<file path="config.mk">
export PLATFORM = sky130hd
export DESIGN_NAME = datapath_flat
export DESIGN_NICKNAME = d
export VERILOG_FILES = /design/src/rtl/kryp_pkg.sv /design/src/rtl/datapath_if.sv /design/src/rtl/datapath_alu.sv /design/src/rtl/datapath.sv /design/src/flat_wrapper.sv
export SDC_FILE = /design/constraint.sdc
export NUM_CORES = 1
export LEC_CHECK = 0
export CORE_MARGIN = 1.5
export CORE_UTILIZATION = 42
export CTS_CLUSTER_SIZE = 25
export DETAILED_ROUTE_END_ITERATION = 8
export PLACE_DENSITY_LB_ADDON = 0.25
export SYNTH_ARGS = -nofsm -noshare
export SYNTH_HDL_FRONTEND = slang
export SYNTH_SLANG_ARGS = --single-unit
</file>
<file path="constraint.sdc">
create_clock -name clk -period 16.25 [get_ports clk]
set_input_delay 3.25 -clock clk [delete_from_list [all_inputs] [get_ports clk]]
set_output_delay 3.25 -clock clk [all_outputs]
set_load 0.01 [all_outputs]
</file>
<file path="src/rtl/kryp_pkg.sv">
// Shared definitions for the control unit and datapath: widths, B-bus source codes,
// ALU op codes and selector bit indices.
package kryp_pkg;

  localparam int unsigned DATA_W = 16;
  localparam int unsigned ADDR_W = 16;
  localparam int unsigned IR_W   = 8;
  localparam int unsigned BSEL_W = 4;
  localparam int unsigned OP_W   = 3;
  localparam int unsigned SEL_W  = 17;

  // B-bus source codes; 13-15 drive zero
  localparam logic [BSEL_W-1:0] DATA_FROM_RAM = 4'd0;
  localparam logic [BSEL_W-1:0] DATA_FROM_PC  = 4'd1;
  localparam logic [BSEL_W-1:0] DATA_FROM_R1  = 4'd2;
  localparam logic [BSEL_W-1:0] DATA_FROM_R2  = 4'd3;
  localparam logic [BSEL_W-1:0] DATA_FROM_R3  = 4'd4;
  localparam logic [BSEL_W-1:0] DATA_FROM_AS  = 4'd5;
  localparam logic [BSEL_W-1:0] DATA_FROM_TR  = 4'd6;
  localparam logic [BSEL_W-1:0] DATA_FROM_MR  = 4'd7;
  localparam logic [BSEL_W-1:0] DATA_FROM_R   = 4'd8;
  localparam logic [BSEL_W-1:0] DATA_FROM_AC  = 4'd9;
  localparam logic [BSEL_W-1:0] DATA_FROM_IM  = 4'd10;
  localparam logic [BSEL_W-1:0] DATA_FROM_AR  = 4'd11;
  localparam logic [BSEL_W-1:0] DATA_FROM_TM  = 4'd12;

  // ALU op codes; 6-7 behave as PASSB
  localparam logic [OP_W-1:0] ADDAB = 3'd0;
  localparam logic [OP_W-1:0] SUBAB = 3'd1;
  localparam logic [OP_W-1:0] PASSB = 3'd2;
  localparam logic [OP_W-1:0] ZER   = 3'd3;
  localparam logic [OP_W-1:0] MULAB = 3'd4;
  localparam logic [OP_W-1:0] MULMA = 3'd5;

  // Selector bit indices
  localparam int unsigned SEL_DMEM_WE = 0;
  localparam int unsigned SEL_AC      = 1;
  localparam int unsigned SEL_TR      = 2;
  localparam int unsigned SEL_MR      = 3;
  localparam int unsigned SEL_AS      = 4;
  localparam int unsigned SEL_R       = 5;
  localparam int unsigned SEL_R3      = 6;
  localparam int unsigned SEL_R2      = 7;
  localparam int unsigned SEL_R1      = 8;
  localparam int unsigned SEL_PC      = 9;
  localparam int unsigned SEL_AR      = 10;
  localparam int unsigned SEL_AS_INC  = 11;
  localparam int unsigned SEL_R3_INC  = 12;
  localparam int unsigned SEL_R2_INC  = 13;
  localparam int unsigned SEL_R1_INC  = 14;
  localparam int unsigned SEL_PC_INC  = 15;
  localparam int unsigned SEL_TM      = 16;

endpackage

</file>
<file path="src/rtl/datapath_if.sv">
// Control-word and memory bus between control unit / RAMs (master) and datapath (slave).
interface datapath_if;
  import kryp_pkg::*;

  logic              fetch;
  logic              finish;
  logic [BSEL_W-1:0] b_bus_select;
  logic [OP_W-1:0]   alu_op;
  logic [SEL_W-1:0]  selectors;
  logic [ADDR_W-1:0] imem_addr;
  logic [IR_W-1:0]   imem_rdata;
  logic [ADDR_W-1:0] dmem_addr;
  logic [DATA_W-1:0] dmem_rdata;
  logic [DATA_W-1:0] dmem_wdata;
  logic              dmem_we;
  logic [IR_W-1:0]   instruction;
  logic              Z;
  logic [DATA_W-1:0] ac_out;

  modport master (
    output fetch, finish, b_bus_select, alu_op, selectors, imem_rdata, dmem_rdata,
    input  imem_addr, dmem_addr, dmem_wdata, dmem_we, instruction, Z, ac_out
  );

  modport slave (
    input  fetch, finish, b_bus_select, alu_op, selectors, imem_rdata, dmem_rdata,
    output imem_addr, dmem_addr, dmem_wdata, dmem_we, instruction, Z, ac_out
  );
endinterface

</file>
<file path="src/rtl/datapath_alu.sv">
// Combinational ALU: A = AC, B = bus. Multiplier present only with DATAPATH_MUL_EN
// defined; otherwise MUL ops return A unchanged.
module alu
  import kryp_pkg::*;
(
  input  logic [DATA_W-1:0] a_i,
  input  logic [DATA_W-1:0] b_i,
  input  logic [OP_W-1:0]   op_i,
  output logic [DATA_W-1:0] result_o,
  output logic              zero_o
);

  logic [DATA_W-1:0] mul_lo;

`ifdef DATAPATH_MUL_EN
  assign mul_lo = a_i * b_i;
`else
  assign mul_lo = a_i;
`endif

  always_comb begin
    result_o = b_i;
    case (op_i)
      ADDAB:        result_o = a_i + b_i;
      SUBAB:        result_o = a_i - b_i;
      PASSB:        result_o = b_i;
      ZER:          result_o = '0;
      MULAB, MULMA: result_o = mul_lo;
      default:      result_o = b_i;
    endcase
  end

  assign zero_o = (result_o == '0);

endmodule

</file>
<file path="src/rtl/datapath.sv">
// Architectural registers, 13-source B-bus, ALU and zero flag; updates on posedge.
// Optional multiplier enabled by defining DATAPATH_MUL_EN.
module datapath
  import kryp_pkg::*;
(
  input  logic      clk,
  input  logic      rst,
  datapath_if.slave dp
);

  logic [DATA_W-1:0] ac_q, ac_d, tr_q, tr_d, mr_q, mr_d, r_q, r_d, tm_q, tm_d;
  logic [DATA_W-1:0] r1_q, r1_d, r2_q, r2_d, r3_q, r3_d, as_q, as_d;
  logic [ADDR_W-1:0] pc_q, pc_d, ar_q, ar_d;
  logic [IR_W-1:0]   ir_q, ir_d;
  logic              z_q, z_d;

  logic [DATA_W-1:0] bus;
  logic [DATA_W-1:0] alu_res;
  logic              alu_zero;
  logic [SEL_W-1:0]  sel;

  assign sel = dp.selectors;

  // B-bus source mux
  always_comb begin
    bus = '0;
    case (dp.b_bus_select)
      DATA_FROM_RAM: bus = dp.dmem_rdata;
      DATA_FROM_PC:  bus = DATA_W'(pc_q);
      DATA_FROM_R1:  bus = r1_q;
      DATA_FROM_R2:  bus = r2_q;
      DATA_FROM_R3:  bus = r3_q;
      DATA_FROM_AS:  bus = as_q;
      DATA_FROM_TR:  bus = tr_q;
      DATA_FROM_MR:  bus = mr_q;
      DATA_FROM_R:   bus = r_q;
      DATA_FROM_AC:  bus = ac_q;
      DATA_FROM_IM:  bus = DATA_W'(dp.imem_rdata);
      DATA_FROM_AR:  bus = DATA_W'(ar_q);
      DATA_FROM_TM:  bus = tm_q;
      default:       bus = '0;
    endcase
  end

  alu u_alu (
    .a_i      (ac_q),
    .b_i      (bus),
    .op_i     (dp.alu_op),
    .result_o (alu_res),
    .zero_o   (alu_zero)
  );

  // Next-state: increments first so a same-cycle load overrides them; finish freezes all
  always_comb begin
    ac_d = ac_q;
    tr_d = tr_q;
    mr_d = mr_q;
    r_d  = r_q;
    tm_d = tm_q;
    r1_d = r1_q;
    r2_d = r2_q;
    r3_d = r3_q;
    as_d = as_q;
    pc_d = pc_q;
    ar_d = ar_q;
    ir_d = ir_q;
    z_d  = z_q;
    if (!dp.finish) begin
      if (sel[SEL_AS_INC]) as_d = as_q + DATA_W'(1);
      if (sel[SEL_R3_INC]) r3_d = r3_q + DATA_W'(1);
      if (sel[SEL_R2_INC]) r2_d = r2_q + DATA_W'(1);
      if (sel[SEL_R1_INC]) r1_d = r1_q + DATA_W'(1);
      if (sel[SEL_PC_INC]) pc_d = pc_q + ADDR_W'(1);

      if (sel[SEL_AC]) begin
        ac_d = alu_res;
        z_d  = alu_zero;
      end
      if (sel[SEL_TR]) tr_d = alu_res;
      if (sel[SEL_MR]) mr_d = alu_res;
      if (sel[SEL_AS]) as_d = alu_res;
      if (sel[SEL_R])  r_d  = alu_res;
      if (sel[SEL_R3]) r3_d = alu_res;
      if (sel[SEL_R2]) r2_d = alu_res;
      if (sel[SEL_R1]) r1_d = alu_res;
      if (sel[SEL_PC]) pc_d = ADDR_W'(alu_res);
      if (sel[SEL_AR]) ar_d = ADDR_W'(alu_res);
      if (sel[SEL_TM]) tm_d = alu_res;
      if (dp.fetch)    ir_d = dp.imem_rdata;
    end
  end

  // State register with synchronous reset; Z resets to 1 to match AC = 0
  always_ff @(posedge clk) begin
    if (rst) begin
      ac_q <= '0;
      tr_q <= '0;
      mr_q <= '0;
      r_q  <= '0;
      tm_q <= '0;
      r1_q <= '0;
      r2_q <= '0;
      r3_q <= '0;
      as_q <= '0;
      pc_q <= '0;
      ar_q <= '0;
      ir_q <= '0;
      z_q  <= 1'b1;
    end else begin
      ac_q <= ac_d;
      tr_q <= tr_d;
      mr_q <= mr_d;
      r_q  <= r_d;
      tm_q <= tm_d;
      r1_q <= r1_d;
      r2_q <= r2_d;
      r3_q <= r3_d;
      as_q <= as_d;
      pc_q <= pc_d;
      ar_q <= ar_d;
      ir_q <= ir_d;
      z_q  <= z_d;
    end
  end

  assign dp.imem_addr   = pc_q;
  assign dp.dmem_addr   = ar_q;
  assign dp.dmem_wdata  = alu_res;
  assign dp.dmem_we     = sel[SEL_DMEM_WE] & ~dp.finish & ~rst;
  assign dp.instruction = ir_q;
  assign dp.Z           = z_q;
  assign dp.ac_out      = ac_q;

endmodule

</file>
<file path="src/flat_wrapper.sv">
// flat-port wrapper written by rule: the top's interface ports become plain ports
module datapath_flat import kryp_pkg::*;
  (clk, rst, dp_fetch, dp_finish, dp_b_bus_select, dp_alu_op, dp_selectors, dp_imem_rdata, dp_dmem_rdata, dp_imem_addr, dp_dmem_addr, dp_dmem_wdata, dp_dmem_we, dp_instruction, dp_Z, dp_ac_out);
  datapath_if dp_i ();
  input  logic clk;
  input  logic rst;
  input wire logic [$bits(dp_i.fetch)-1:0] dp_fetch;
  input wire logic [$bits(dp_i.finish)-1:0] dp_finish;
  input wire logic [$bits(dp_i.b_bus_select)-1:0] dp_b_bus_select;
  input wire logic [$bits(dp_i.alu_op)-1:0] dp_alu_op;
  input wire logic [$bits(dp_i.selectors)-1:0] dp_selectors;
  input wire logic [$bits(dp_i.imem_rdata)-1:0] dp_imem_rdata;
  input wire logic [$bits(dp_i.dmem_rdata)-1:0] dp_dmem_rdata;
  output wire logic [$bits(dp_i.imem_addr)-1:0] dp_imem_addr;
  output wire logic [$bits(dp_i.dmem_addr)-1:0] dp_dmem_addr;
  output wire logic [$bits(dp_i.dmem_wdata)-1:0] dp_dmem_wdata;
  output wire logic [$bits(dp_i.dmem_we)-1:0] dp_dmem_we;
  output wire logic [$bits(dp_i.instruction)-1:0] dp_instruction;
  output wire logic [$bits(dp_i.Z)-1:0] dp_Z;
  output wire logic [$bits(dp_i.ac_out)-1:0] dp_ac_out;
  assign dp_i.fetch = dp_fetch;
  assign dp_i.finish = dp_finish;
  assign dp_i.b_bus_select = dp_b_bus_select;
  assign dp_i.alu_op = dp_alu_op;
  assign dp_i.selectors = dp_selectors;
  assign dp_i.imem_rdata = dp_imem_rdata;
  assign dp_i.dmem_rdata = dp_dmem_rdata;
  assign dp_imem_addr = dp_i.imem_addr;
  assign dp_dmem_addr = dp_i.dmem_addr;
  assign dp_dmem_wdata = dp_i.dmem_wdata;
  assign dp_dmem_we = dp_i.dmem_we;
  assign dp_instruction = dp_i.instruction;
  assign dp_Z = dp_i.Z;
  assign dp_ac_out = dp_i.ac_out;
  datapath u_core (.clk(clk), .rst(rst), .dp(dp_i));
endmodule
</file>
# Word-level counts from Yosys, hierarchy flattened
# Index checks and enable logic that the tools add are counted.
dict set report word_totals {
  ff_bits 185
  output_inout_bits 74
  word_cells 73
}
dict set report op_classes {
  n_addsub 7
  n_eq_ne 16
  muxes 12
  bitwise 4
  n_reduce_logical 21
}
# op count
set op_table {}
lappend op_table {{$pmux 16 s13} 1}
lappend op_table {{$mux 16} 10}
lappend op_table {{$add 16x1->16 const B} 5}
lappend op_table {{$pmux 16 s4} 1}
lappend op_table {{$reduce_and 2->1} 12}
lappend op_table {{$eq 4x4->1 const B} 5}
lappend op_table {{$add 16x16->16} 1}
lappend op_table {{$eq 4x3->1 const B} 4}
lappend op_table {{$logic_not 16->1} 1}
lappend op_table {{$sub 16x16->16} 1}
lappend op_table {{$reduce_bool 2->1} 5}
lappend op_table {{$eq 4x2->1 const B} 2}
lappend op_table {{$eq 3x3->1 const B} 2}
lappend op_table {{$eq 4x1->1 const B} 1}
lappend op_table {{$logic_not 4->1} 1}
lappend op_table {{$eq 3x1->1 const B} 1}
lappend op_table {{$eq 3x2->1 const B} 1}
lappend op_table {{$logic_not 3->1} 1}
lappend op_table {{$and 1x1->1} 2}
lappend op_table {{$not 1->1} 2}
lappend op_table {{$reduce_or 2->1} 1}

# Logic depth before layout (Yosys ltp)
dict set report depth {
  ltp_word 5
  depth_mapped 25
}

# By module
# From an unflattened synthesis, not the netlist that was laid out.
dict set report hier_totals {
  hier_cells 1592
  area_unflattened_um2 11964.0
}
# mod instances cells_each area_each_um2 seq_area_each_um2
set modules_own_cells {}
lappend modules_own_cells {datapath 1 1361 10367.4 3703.6}
lappend modules_own_cells {alu 1 231 1596.5 0.0}

# Worst setup path after synthesis
# Ideal clock, no wire load.
dict set report synth_timing {
  kind {input to output}
  from {input port dp_b_bus_select[0]}
  to {output port dp_dmem_wdata[15]}
  t_arrival_ns 7.213
  required_time_ns 13.000
  path_slack_ns 5.787
  stages 22
  path_cell_list {buf_6 buf_6 buf_6 buf_2 buf_2 mux2i_1 o32ai_1 a211oi_1 nand4_1 or2_2 o21ai_0 xor2_1 ha_1 a21oi_1 nand2_1 o21ai_0 o21a_1 o21ai_0 xnor2_1 a31oi_1 o21ai_4 inv_4}
}
dict set report synth_via {
  elab_chain_cells 4
  word_cells_on_any_way 17
  classes_between {add/sub (2); eq/ne (12); mux (2); reduce/logical (1)}
}
# item line_no
set synth_rtl {}
lappend synth_rtl {{from (decl)} flat_wrapper.sv:9} ;# input wire logic [$bits(dp_i.b_bus_select)-1:0] dp_b_bus_select;
lappend synth_rtl {{$eq 4x4->1, or another cell as far along} datapath.sv:27} ;# case (dp.b_bus_select)
lappend synth_rtl {{$pmux 16 s13 *} datapath.sv:27}
lappend synth_rtl {{$sub 16x16->16 or $add 16x16->16 (tied branches)} {datapath_alu.sv:25, datapath_alu.sv:24}}
lappend synth_rtl {{$pmux 16 s4 *} datapath_alu.sv:23} ;# case (op_i)
lappend synth_rtl {{to (decl)} flat_wrapper.sv:16} ;# output wire logic [$bits(dp_i.dmem_wdata)-1:0] dp_dmem_wdata;
# Mark *: on every way between the ends. The rest lies on a longest branch, timed or not.

# Worst setup path in the final report
dict set report layout_timing {
  from {input port dp_b_bus_select[1]}
  to {output port dp_dmem_wdata[14]}
}
# The elaborated chain is that of the path after synthesis.

==> results.txt <==
Leakage -> 5.12 nW
Synth Net Count -> 1,677
hold crit path type -> reg -> reg
RSZ-0062 raised after global routing -> false
Post-CTS Hold Fix Bufs -> 0
Max-Slew Margin vs Limit -> 8.91%
initial antenna violation count -> 0
vias per inst -> 6.33
global-route wire length before repair -> 74,300 um
WHS -> 457 ps
most frequent cells in the layout -> 236 x nor2_1, 185 x dfxtp_1, 170 x nand2_1, 160 x a21oi_1, 120 x clkdlybuf4s50_1
drt wl/cell -> 24.8 um
port bufs -> 125
drt first pass iters -> 5
largest net degree at the start of global routing -> 112
crit path DAT -> 9760 ps
vias -> 12,900
core area -> 27,900 sq um
Worst EP required -> 13,000 ps
synthesized cell area -> 11,900 sq um
most common cell after layout, fill and taps aside -> nor2_1
Post-synth EDFFs -> 0
# setup viols final -> 0
width of the chip -> 172 um
HPWL Detailed -> 35,800 um
vias in the first global route -> 11,500
CTS sink cnt -> 185
Max Cap Viol -> 0
total track usage -> 34.3%
Setup Buffers After CTS -> 0
sequential share of the synthesized area -> 31.0%
# diodes -> 0
min-delay src -> u_core.tm_q[10]
Crit path max-delay family -> simple AND/OR/NAND/NOR gates
Worst path max stage delay -> 1120 ps
die area -> 29,400 sq um
Antenna Nets Post-Route -> 0
DR iter-0 viols -> 1,895
post_cts resized -> 0
FILL cells -> 2,765
peak supply drop -> 54.0 uV
GR Overflow Total -> 0
FFs w/ async S/R, synth -> 0%
Crit path depth -> 17
syn avg cell area -> 7.45 sq um
# nets final -> 1,727
Critical Path, Cell by Cell -> buf_2, buf_4, clkinv_1, nand4_1, nand3_1, nor4b_1, and3_1, and2_1, a31oi_1, xor2_1, ha_1, and4_1, a221oi_1, a31oi_1, o31ai_1, nor2_1, clkdlybuf4s50_1
Post-Route WL -> 50,600 um
CTS tree -> yes
Worst Setup SP -> dp_b_bus_select[1]
Layout area overhead -> 16.9%
final hold vios -> 0
clock period minus worst slack -> 13,010 ps
max frequency -> 0.0768 GHz
clock slew at reported path FFs -> 90 ps
H-Tree Depth -> 4
Crit-path slowest cell -> nor4b_1
Yosys top cell area share -> 31.0%
effective utilization at floorplan -> 42.8%
DIE HEIGHT -> 172 um
hold depth -> 2
Max FO, Critical Path -> 57
reg2reg start -> u_core.r1_q[2]
status -> finished, final reports clean
Slew Viols, Final -> 0
Worst-Skew Late Latency -> 450 ps
CP Launch Type -> primary input
Root Driver -> clkbuf_16
Crit. End Element -> primary output
Ys Warns -> 0
synth top area cells -> dfxtp_1 31%, nor2_1 7.4%, a21oi_1 6.8%
register bit count reported by yosys -> 185
post-synth cell types -> 79
r2r worst-path depth -> 17
drc violations -> 0
cell repeated most along the worst path -> a31oi_1
TNS Setup -> 0 ps
area leader, netlist -> dfxtp_1
final worst-path cycle share -> 80.1%
Num CTS Buffers -> 17
worst path bufs/invs -> 4
floorplan row count -> 61
Most used DFF post-synth -> dfxtp_1
fin util -> 50.0%
routability cong. -> 1.03
pin slew with the least headroom to its limit -> 1350 ps
layout cells sized above 1 -> 7.75%
Crit Path Category -> in -> out
pwr dens -> 93.5 nW/um^2
CTS Buffer Depth -> 2
I/O pin cnt -> 126
Max Clock Skew -> 16.1 ps
Mapped Cells -> 1,601
==> kinds of logic after synthesis <==
| kind of cell | Yosys count | share of synthesized area, % |
|---|---|---|
| AOI/OAI and AO/OA | 500 | 27.6 |
| DFF | 185 | 31.0 |
| adders and majority gates | 24 | 2.58 |
| xor gates and xnor gates | 23 | 1.69 |
| and+or+nand+nor | 661 | 26.4 |
| muxes | 58 | 5.25 |
| buffers and inverters | 150 | 5.37 |
==> layer usage <==
layer	routed length (um)	GRT usage, %	vias up
met5	0	0	-
met4	2390	14.7	0
met3	4570	5.94	120
met2	22000	52.1	727
met1	21600	47.6	6169
li1	-	-	5910
==> registers in the layout (all words and copies together), names as in the netlist <==
register,count
u_core.dp.dmem_addr,16
u_core.dp.ac_out,16
u_core.tr_q,16
u_core.dp.imem_addr,16
u_core.mr_q,16
u_core.r1_q,16
u_core.tm_q,16
u_core.as_q,16
u_core.dp.instruction,8
u_core.r2_q,16
u_core.r3_q,16
u_core.dp.Z,1
u_core.r_q,16
==> path summary, 6_finish.rpt <==
kind	end	slack, ps
worst min register to register	u_core.tm_q[10]	460
worst max-delay path	dp_dmem_wdata[14]	3240
worst max register to register	u_core.dp.Z	9780
worst min-delay path	u_core.tm_q[10]	460
==> worst reg2reg max path, stage by stage (launching register included) <==
cell and delay, ps:
dfxtp_1 440, mux2_2 310, a32oi_1 200, nand3_1 100
nor4b_1 1120, and3_1 420, and2_1 180, a31oi_1 100
xor2_1 180, ha_1 370, and4_1 220, a221oi_1 390
a31oi_1 190, o31ai_1 920, nor2_1 260, buf_4 290
or4_1 530, o31ai_2 180
==> area by class of cell <==
cell class | count | area (sq um) | area share [%]
flip-flops and latches | 185 | 3700 | 26.6
multi-input cells | 1266 | 7600 | 54.5
inverters | 23 | 88.8 | 0.637
clock inverters | 14 | 158 | 1.13
repair buffers | 158 | 1480 | 10.6
clock buffers | 18 | 439 | 3.15
well taps | 378 | 473 | 3.39
==> power breakdown <==
group | leakage, nW | internal [mW] | switching (mW)
logic | 3.33 | 0.135 | 0.218
registers | 1.51 | 0.479 | 0.0380
clock network | 0.284 | 0.210 | 0.222
==> cells in the mapped netlist (all sizes together) (19+ instances only) <==
master  instances
nor3           34
dfxtp         185
clkbuf         98
mux2           24
nor2b          28
nand2         170
ha             23
a21oi         161
inv            21
o21ai          92
and3           47
mux2i          33
a22o           19
a211oi         63
buf            29
nor2          236
a22oi          48
nand3          38
==> stage by stage <==
stage	setup slack, ps	cells	cell area (sq um)	power (mW)
after global routing	2900	2042	13900	1.35
after CTS	3550	2042	13900	1.30
after detailed placement	3540	2010	13300	0.869
after floorplan	5790	1601	11900	0.725
after global placement	3620	2010	13300	0.866
final	3240	2042	13900	1.30
No activity file was read; power rests on OpenSTA's default activity.
